==> src/rtl/divider_unit.sv <==
// -----------------------------------------------------------------------------
// divider_unit
//
// Multicycle radix-2 restoring divider for RV32M DIV/DIVU/REM/REMU.
// One quotient bit is produced per clock, so a normal operation takes 32
// iterations. Results follow RISC-V rules, including divide-by-zero and the
// signed overflow case.
//
// Ports
//   clk         in   system clock, rising edge
//   resetn      in   asynchronous active-low reset
//   dividend    in   rs1 operand, sampled only at the accept edge
//   divisor     in   rs2 operand, sampled only at the accept edge
//   DIVop       in   operation select, sampled only at the accept edge
//   div_valid   in   start request, held by control until div_ready
//   div_result  out  quotient or remainder, registered, holds after div_ready
//   div_ready   out  one-cycle completion pulse
//   busy        out  high while an operation is in CALC or DONE
//
// Operation encoding (DIVop, width DIV_OP_WIDTH = 2):
//   DIV_OP_DIV = 2'b00, DIV_OP_DIVU = 2'b01, DIV_OP_REM = 2'b10,
//   DIV_OP_REMU = 2'b11
//
// Optional feature macro: DIV_FAST_SPECIAL_EN
//   When defined, divide-by-zero and signed overflow are resolved at the
//   accept edge and skip the iteration loop (div_ready one cycle later).
//   When undefined, every operation runs all 32 iterations.
//
// State table
//   state  | meaning
//   IDLE   | waiting for div_valid; accepts and loads operands
//   CALC   | one restoring-division iteration per clock, 32 in total
//   DONE   | div_ready pulse, then back to IDLE unconditionally
// -----------------------------------------------------------------------------
module divider_unit (
  input  logic        clk,
  input  logic        resetn,
  input  logic [31:0] dividend,
  input  logic [31:0] divisor,
  input  logic [1:0]  DIVop,
  input  logic        div_valid,
  output logic [31:0] div_result,
  output logic        div_ready,
  output logic        busy
);

  localparam int         DIV_OP_WIDTH = 2;
  localparam logic [DIV_OP_WIDTH-1:0] DIV_OP_DIV  = 2'b00;
  localparam logic [DIV_OP_WIDTH-1:0] DIV_OP_DIVU = 2'b01;
  localparam logic [DIV_OP_WIDTH-1:0] DIV_OP_REM  = 2'b10;
  localparam logic [DIV_OP_WIDTH-1:0] DIV_OP_REMU = 2'b11;

  typedef enum logic [1:0] {
    S_IDLE = 2'b00,
    S_CALC = 2'b01,
    S_DONE = 2'b10
  } state_t;

  state_t                  r_state;
  logic [DIV_OP_WIDTH-1:0] r_op;
  logic                    r_neg_a;    // dividend negative (signed ops only)
  logic                    r_neg_b;    // divisor negative (signed ops only)
  logic                    r_b_zero;   // divisor was zero at accept
  logic [32:0]             r_rem;      // partial remainder
  logic [31:0]             r_quo;      // dividend magnitude shifting out, quotient shifting in
  logic [31:0]             r_dvsr;     // divisor magnitude
  logic [5:0]              r_cnt;      // remaining iterations

  // ---------------------------------------------------------------------------
  // Accept-side decode: operand signs and magnitudes
  // ---------------------------------------------------------------------------
  logic        w_signed_op;
  logic        w_a_neg;
  logic        w_b_neg;
  logic [31:0] w_a_mag;
  logic [31:0] w_b_mag;

  always_comb begin
    w_signed_op = (DIVop == DIV_OP_DIV) || (DIVop == DIV_OP_REM);
    w_a_neg     = w_signed_op && dividend[31];
    w_b_neg     = w_signed_op && divisor[31];
    // -2^31 negates to itself, which is the correct unsigned magnitude.
    w_a_mag     = w_a_neg ? (32'd0 - dividend) : dividend;
    w_b_mag     = w_b_neg ? (32'd0 - divisor)  : divisor;
  end

  // ---------------------------------------------------------------------------
  // Iteration datapath: shift {rem, quo} left, trial subtract, restore on borrow
  // ---------------------------------------------------------------------------
  logic [32:0] w_shift;
  logic [32:0] w_diff;
  logic        w_fit;
  logic [32:0] w_rem_nxt;
  logic [31:0] w_quo_nxt;

  always_comb begin
    w_shift   = {r_rem[31:0], r_quo[31]};
    w_diff    = w_shift - {1'b0, r_dvsr};
    w_fit     = ~w_diff[32];
    w_rem_nxt = w_fit ? w_diff : w_shift;
    w_quo_nxt = {r_quo[30:0], w_fit};
  end

  // ---------------------------------------------------------------------------
  // Sign correction of the final iteration's values
  // ---------------------------------------------------------------------------
  logic [31:0] w_quo_fix;
  logic [31:0] w_rem_fix;
  logic [31:0] w_final;

  always_comb begin
    // Divide-by-zero must keep the all-ones quotient, i.e. -1, unnegated.
    if ((r_op == DIV_OP_DIV) && (r_neg_a ^ r_neg_b) && !r_b_zero)
      w_quo_fix = 32'd0 - w_quo_nxt;
    else
      w_quo_fix = w_quo_nxt;

    if ((r_op == DIV_OP_REM) && r_neg_a)
      w_rem_fix = 32'd0 - w_rem_nxt[31:0];
    else
      w_rem_fix = w_rem_nxt[31:0];

    if ((r_op == DIV_OP_DIV) || (r_op == DIV_OP_DIVU))
      w_final = w_quo_fix;
    else
      w_final = w_rem_fix;
  end

`ifdef DIV_FAST_SPECIAL_EN
  // ---------------------------------------------------------------------------
  // Special cases resolved directly from the live operands in IDLE
  // ---------------------------------------------------------------------------
  logic        w_div_zero;
  logic        w_overflow;
  logic        w_special;
  logic [31:0] w_special_res;

  always_comb begin
    w_div_zero = (divisor == 32'd0);
    w_overflow = w_signed_op && (dividend == 32'h8000_0000) &&
                 (divisor == 32'hFFFF_FFFF);
    w_special  = w_div_zero || w_overflow;

    w_special_res = 32'd0;
    if (w_div_zero) begin
      if ((DIVop == DIV_OP_DIV) || (DIVop == DIV_OP_DIVU))
        w_special_res = 32'hFFFF_FFFF;
      else
        w_special_res = dividend;
    end else if (w_overflow) begin
      if (DIVop == DIV_OP_DIV)
        w_special_res = 32'h8000_0000;
      else
        w_special_res = 32'd0;
    end
  end
`endif

  // ---------------------------------------------------------------------------
  // Control FSM with registered outputs
  // ---------------------------------------------------------------------------
  always_ff @(posedge clk or negedge resetn) begin
    if (!resetn) begin
      r_state    <= S_IDLE;
      r_op       <= DIV_OP_DIV;
      r_neg_a    <= 1'b0;
      r_neg_b    <= 1'b0;
      r_b_zero   <= 1'b0;
      r_rem      <= 33'd0;
      r_quo      <= 32'd0;
      r_dvsr     <= 32'd0;
      r_cnt      <= 6'd0;
      div_result <= 32'd0;
      div_ready  <= 1'b0;
      busy       <= 1'b0;
    end else begin
      case (r_state)
        S_IDLE: begin
          div_ready <= 1'b0;
          if (div_valid) begin
            r_op     <= DIVop;
            r_neg_a  <= w_a_neg;
            r_neg_b  <= w_b_neg;
            r_b_zero <= (divisor == 32'd0);
            r_rem    <= 33'd0;
            r_quo    <= w_a_mag;
            r_dvsr   <= w_b_mag;
            r_cnt    <= 6'd32;
            busy     <= 1'b1;
`ifdef DIV_FAST_SPECIAL_EN
            // Shortcut enters DONE with div_ready still low, so the pulse
            // lands one cycle after the accept edge.
            if (w_special) begin
              div_result <= w_special_res;
              r_state    <= S_DONE;
            end else begin
              r_state    <= S_CALC;
            end
`else
            r_state <= S_CALC;
`endif
          end
        end

        S_CALC: begin
          r_rem <= w_rem_nxt;
          r_quo <= w_quo_nxt;
          r_cnt <= r_cnt - 6'd1;
          if (r_cnt == 6'd1) begin
            div_result <= w_final;
            div_ready  <= 1'b1;
            r_state    <= S_DONE;
          end
        end

        S_DONE: begin
          if (div_ready) begin
            div_ready <= 1'b0;
            busy      <= 1'b0;
            r_state   <= S_IDLE;
          end else begin
            div_ready <= 1'b1;
          end
        end

        default: begin
          div_ready <= 1'b0;
          busy      <= 1'b0;
          r_state   <= S_IDLE;
        end
      endcase
    end
  end

endmodule

==> config.mk <==
export PLATFORM = sky130hd
export DESIGN_NAME = divider_unit
export DESIGN_NICKNAME = d
export VERILOG_FILES = /design/src/rtl/divider_unit.sv
export SDC_FILE = /design/constraint.sdc
export NUM_CORES = 1
export LEC_CHECK = 0
export ABC_CLOCK_PERIOD_IN_PS = 7460
export BUFFER_PORTS_ARGS = -buffer_cell sky130_fd_sc_hd__buf_2
export CORE_ASPECT_RATIO = 0.9
export CORE_MARGIN = 10
export CORE_UTILIZATION = 50
export DETAILED_ROUTE_END_ITERATION = 7
export PLACE_DENSITY = 0.69
export SETUP_SLACK_MARGIN = 0.05
export SLEW_MARGIN = 0
export SYNTH_ARGS = -nofsm -noshare
export SYNTH_HDL_FRONTEND = slang
export SYNTH_SLANG_ARGS = --single-unit
==> constraint.sdc <==
create_clock -name clk -period 7.46 [get_ports clk]
set_clock_uncertainty 0.2 [all_clocks]
set_input_delay 0.373 -clock clk [delete_from_list [all_inputs] [get_ports clk]]
set_output_delay 0.373 -clock clk [all_outputs]
set_load 0.02 [all_outputs]
==> results of run 1 <==
[sequential cells by signal, indices dropped and copies added (netlist names)]
| signal | cells |
|---|---|
| div_result | 32 |
| r_dvsr | 32 |
| r_cnt | 6 |
| r_neg_a | 1 |
| r_b_zero | 1 |
| r_quo | 32 |
| r_rem | 32 |
| r_state | 2 |
| r_op | 2 |
| r_neg_b | 1 |
| div_ready | 1 |
| busy | 1 |
[metrics by stage]
step / instance area, um2 / setup WS, ns / utilization, % / hold WS, ns
global route: 12900 / 1.70 / 56.9 / 0.0553
finish: 12900 / 2.09 / 56.9 / 0.0413
detailed placement: 12300 / 2.28 / 54.2 / 0.270
CTS: 12900 / 2.25 / 56.9 / 0.0455
global placement: 12300 / 2.53 / 54.2 / 0.261
floorplan: 11600 / 2.86 / - / -0.123
[Yosys cell counts (all sizes together), types with 11 or more instances]
cell | n | area [um2]
a21o | 11 | 85.1
o31ai | 23 | 173
nand3 | 25 | 125
or3 | 25 | 163
inv | 58 | 218
nor4 | 18 | 113
xor2 | 64 | 561
or4 | 11 | 82.6
a211oi | 17 | 143
and2 | 16 | 104
nand2 | 201 | 754
mux2i | 24 | 240
a21oi | 148 | 748
nor2 | 126 | 475
nor3 | 39 | 200
dfrtp | 143 | 3580
buf | 18 | 108
clkbuf | 57 | 248
a31oi | 18 | 113
ha | 41 | 513
o21ai | 183 | 916
xnor2 | 64 | 561
[area by class of cell]
class | instances | area (um2) | share of cell area [%]
multi-input cells | 1218 | 7480 | 58.0
repair buffers | 120 | 659 | 5.12
well taps | 297 | 372 | 2.89
inverters | 59 | 221 | 1.72
flip-flops and latches | 143 | 3580 | 27.8
clock inverters | 15 | 146 | 1.14
clock buffers | 17 | 425 | 3.30
[worst min-delay path, cell delays in order]
cell and delay (ns):
buf_2 0.09, xor2_1 0.06, o21ai_0 0.12
[power breakdown]
group          internal, mW  total (mW)  switching [mW]  leakage [nW]
registers              1.09        1.40           0.312          1.84
clock network         0.442       0.845           0.403         0.273
logic                  1.44        4.11            2.67          3.40
[cell usage in the layout (no fill, tap or decap), drive strengths merged, types with 23 or more instances in the layout]
cell type  netlist  routed
nand3           25      25
xor2            64      64
buf             18     117
dfrtp          143     143
o21ai          183     183
nand2          201     201
ha              41      41
mux2i           24      24
a21oi          148     148
nor2           126     126
nor3            39      39
or3             25      25
xnor2           64      64
inv             58      66
o31ai           23      23
[metal layers]
metal	up-vias	global-route usage (%)	wire length (um)
met4	0	5.92	605
met1	5450	32.5	16500
met3	45	3.39	2150
li1	5535	-	-
met2	420	36.6	16200
met5	-	0	0
[cells by family (layout without fill, tap and decap cells)]
| family | count (synthesis) | in the layout |
|---|---|---|
| xor gates and xnor gates | 128 | 128 |
| muxes | 28 | 28 |
| buffers and inverters | 134 | 211 |
| adders and majority gates | 42 | 42 |
| and+or+nand+nor | 519 | 519 |
| DFF | 143 | 143 |
| AOI/OAI and AO/OA | 501 | 501 |
[worst paths after layout]
check	from	endpoint	slack, ns	depth (start not counted)
worst max register to register	r_quo[31]	div_result[26]	2.09	20
worst min register to register	r_dvsr[29]	r_dvsr[29]	0.28	2
worst max-delay path	r_quo[31]	div_result[26]	2.09	20
worst min-delay path	divisor[9]	r_dvsr[9]	0.04	3
min in group asynchronous	resetn	r_rem[9]	0.34	2
max in group asynchronous	resetn	r_quo[3]	5.48	3
==> out/qor.yml, run 1 <==
ctsResizeCount: 0
ys_types: 93
ys_seq_elements: 143
initial_core_util_pct: 51.2
cts.clk_slew.worst_paths_ns: 0.07
antenna_found_initial: 0
cp_top_family: "compound AO/OA/AOI/OAI gates"
slew_viol_final: 0
clock_sinks: 143
cts_setup_buffers: 0
nFillCells: 2139
ctsHoldBuffers: 3
syn_area_mm2: 0.0116
maxSlewHeadroom_pct: 17.8
synthSimpleGateAreaFrac_pct: 21.1
grt.overflow.total: 0
firstDrtPassIters: 5
required_ns: 7.63
gp_congestion: 0.936
synthFlopType: "dfrtp_1"
grt_start_max_net_pins: 84
dp_cells: 1834
syn_avg_cell_area_um2: 7.76
cts_tree: "yes"
tns_ns: 0
pin_count: 103
tightestPinTransition_ns: 1.23
yosysSeqAreaShare_pct: 30.8
cap_violations: 0
rows: 52
first_iter_violations: 1230
outcome: "finished, final reports clean"
syn_inst: 1495
critPathMaxFanout: 34
synth_fa_ha_area_share_pct: 4.59
end_kind: "flop"
p_per_area_mw_per_mm2: 493
cts_root_buf: "clkbuf_16"
grt_use_total_pct: 23.2
hold_viol: 0
die-height_um: 165
muxShareOfSynthArea_pct: 2.46
core_mm2: 0.0226
grt_pass1_wl_um: 56900
cp_cell_sequence: "inv_1, ha_1, inv_1, fa_1, a211oi_2, o211ai_1, nand3_1, a211oi_2, o21a_1, nor2_4, inv_2, buf_4, mux2i_1, ha_1, inv_1, a221oi_1, o211a_1, a21oi_1, xor2_1, a21oi_1"
grt_pass1_vias: 10800
die_width_um: 181
grt_setup_unrepaired: "false"
hold_class: "in2reg"
area_delta_synth_final_pct: 11.0
synth_top_family_by_area: "compound AO/OA/AOI/OAI gates"
post_drt_wl_per_cell_um: 19.0
ir_drop_v: 0.000385
power_mw: 6.35
finalCriticalPeriod_ns: 5.37
drc_errors: 0
hpwl_um: 27300
die_area_mm2: 0.0297
critical_path.slowest_cell: "o21a_1"
port-buffer-count: 102
synth_compound_area_share_pct: 26.4
antenna_cells: 0
synth-xor-area-share_pct: 9.66
min_period_over_period_pct: 72.0
setup_viol: 0
clk_latency_ns: 0.45
crit_arrival_ns: 5.53
worstSetupPathType: "reg2reg"
fin_cells: 1869
viasPerCell: 6.13
routed_wl_um: 35400
critPathBufInv: 5
clock.fmax_mhz: 186
cts-buffers-inserted: 17
dr_total_vias: 11500
cpPeakStageDelay_ns: 0.51
htreeDepth: 4
cts_buffer_depth: 2
p_leak_nw: 5.51
yosys_warnings: 0
nNetsFinal: 1670
cp-start-kind: "flop"
antenna_left: 0
synthArstFlopShare_pct: 100
synth_edf_count: 0
drive_above_1_share_pct: 12.0
cp_common_cell: "inv_1"
synth_nets: 1606
Power figures use the tool's default switching activity.
==> run 2, diff against run 1 <==
Settings changed: ABC_CLOCK_PERIOD_IN_PS 7460 to 5600.
Clock period 7.46 ns to 5.6 ns, I/O delays scaled along.
==> run 2 against run 1 <==
The flow now finishes with violations (hold timing). Global-route usage hardly changed. Via count up 0.55%. Non-clock buffer count rose by 29. Register-to-register slack worse by 1.5 ns. Core utilization is 1.4 points higher. Maximum frequency grew 7.5%. Hold slack got worse by 0.045 ns.
==> out/qor.yml, run 2 (synthesis gave the netlist of run 1 again) <==
initial_core_util_pct: 51.2
r2r_cells: 19
drive_above_1_share_pct: 11.9
dr_total_vias: 11500
violations: "hold timing"
grt_start_max_net_pins: 96
cts_setup_buffers: 0
post-route-util_pct: 58.2
cts.clk_slew.worst_paths_ns: 0.06
cp-start-kind: "flop"
cp_cell_sequence: "inv_1, ha_1, inv_1, fa_1, a211oi_2, o211ai_1, nand3_1, a211oi_2, nor3_1, nor2_4, inv_2, mux2i_1, ha_1, inv_1, a221oi_1, o211a_1, a21oi_1, xor2_1, a21oi_1"
first_iter_violations: 1218
grt_use_total_pct: 23.2
antenna_cells: 0
cts_root_buf: "clkbuf_16"
min_period_over_period_pct: 89.2
hold_start: "divisor[0]"
rows: 52
final_area_mm2: 0.0132
postPlaceCellArea_mm2: 0.0123
die-height_um: 165
finalCriticalPeriod_ns: 5.00
end_kind: "flop"
port-buffer-count: 102
cp_common_cell: "inv_1"
die_width_um: 181
cts_buffer_depth: 2
antenna_found_initial: 0
hold_class: "in2reg"
tns_ns: 0
final-seq-area_mm2: 0.00358
critical_path.slowest_cell: "fa_1"
grt.overflow.total: 0
cts_tree: "yes"
core_mm2: 0.0226
worstSetupPathType: "reg2reg"
ir_drop_v: 0.000612
final_common_cell: "nand2_1"
critPathMaxFanout: 12
gp_congestion: 0.952
cpPeakStageDelay_ns: 0.46
htreeDepth: 4
required_ns: 5.76
crit_arrival_ns: 5.15
slew_viol_final: 0
routed_wl_um: 35400
fin_cells: 1898
cts-buffers-inserted: 17
setup_viol: 0
pin_count: 103
die_area_mm2: 0.0297
hold_viol: 1
clock_sinks: 143
viasPerCell: 6.07
firstDrtPassIters: 5
final_cell_mix: "200 x nand2_1, 167 x o21ai_0, 146 x a21oi_1"
ctsResizeCount: 0
nFillCells: 2101
area_delta_synth_final_pct: 13.6
critPathLaunch: "r_quo[31]"
hpwl_um: 27000
whs_ns: -0.00379
grt_setup_unrepaired: "false"
cap_violations: 0
clock.fmax_mhz: 200
hold_path_end: "r_dvsr[0]"
drc_errors: 0
p_per_area_mw_per_mm2: 647
grt_pass1_wl_um: 57100
antenna_left: 0
nNetsFinal: 1699
reg2reg_from: "r_quo[31]"
multiInputGateArea_mm2: 0.00748
clk_latency_ns: 0.44
dp_cells: 1836
maxSlewHeadroom_pct: 20.4
post_drt_wl_per_cell_um: 18.7
grt_pass1_vias: 10900
rrSetupSlack_ns: 0.60
tightestPinTransition_ns: 1.19
p_leak_nw: 5.65
ctsHoldBuffers: 30
hold_depth: 3
power_mw: 8.53
outcome: "finished with violations"
r2r-end: "div_result[26]"
-- run 2: cell types whose count changed in the layout (fill, tap and decap cells not counted), sizes merged --
cell / before / now
clkinvlp: 3 / 2
bufinv: 0 / 1
dlygate4sd3: 3 / 30
buf: 117 / 119
inv: 66 / 67
clkinv: 5 / 4
-- run 2: worst max-delay path by stage --
stage                           to  slack, ns  cells after the start
finish              div_result[26]       0.60                     19
global route        div_result[26]       0.27                     19
CTS                 div_result[26]       0.69                     19
detailed placement  div_result[26]       0.73                     19
global placement    div_result[29]       0.94                     16
floorplan           div_result[26]        1.0                     22
-- run 2: layer usage --
metal  wire length [um]  global-route usage (%)  up-vias
met5                  0                       0        -
met4                474                    5.55        0
met3               2130                    4.24       37
met2              16200                    36.9      369
met1              16600                    32.1     5520
li1                   -                       -     5587
-- run 2: critical path: cells and delay by family (launching register included) --
family                   cells  cell delay, ns
AND/OR/NAND/NOR              3            0.75
flip-flops                   1            0.41
buffers and inverters        4            0.56
multiplexers                 1            0.32
AO/OA/AOI/OAI                7            1.48
XOR/XNOR                     1            0.17
adder cells (fa/ha/maj)      3            1.00
-- run 2: metrics by stage --
stage	setup WS, ns	hold WS [ns]
5_1_grt	0.267	0.0253
3_5_place_dp	0.733	0.244
6_report	0.603	-0.00379
4_1_cts	0.689	0.00412
2_1_floorplan	0.998	-0.216
3_3_place_gp	0.944	0.248
-- run 2: final cells by class --
class,count,area share [%]
clock buffers,17,3.23
clock inverters,15,1.28
inverters,59,1.68
multi-input cells,1218,56.7
flip-flops and latches,143,27.1
well taps,297,2.82
repair buffers,149,7.16
-- run 2: where the power goes --
group	switching (mW)	total (mW)	leakage (nW)	internal [mW]
Combinational	3.56	5.49	3.53	1.92
Sequential	0.420	1.87	1.84	1.45
Clock	0.537	1.17	0.287	0.636
Total	4.52	8.53	5.65	4.01
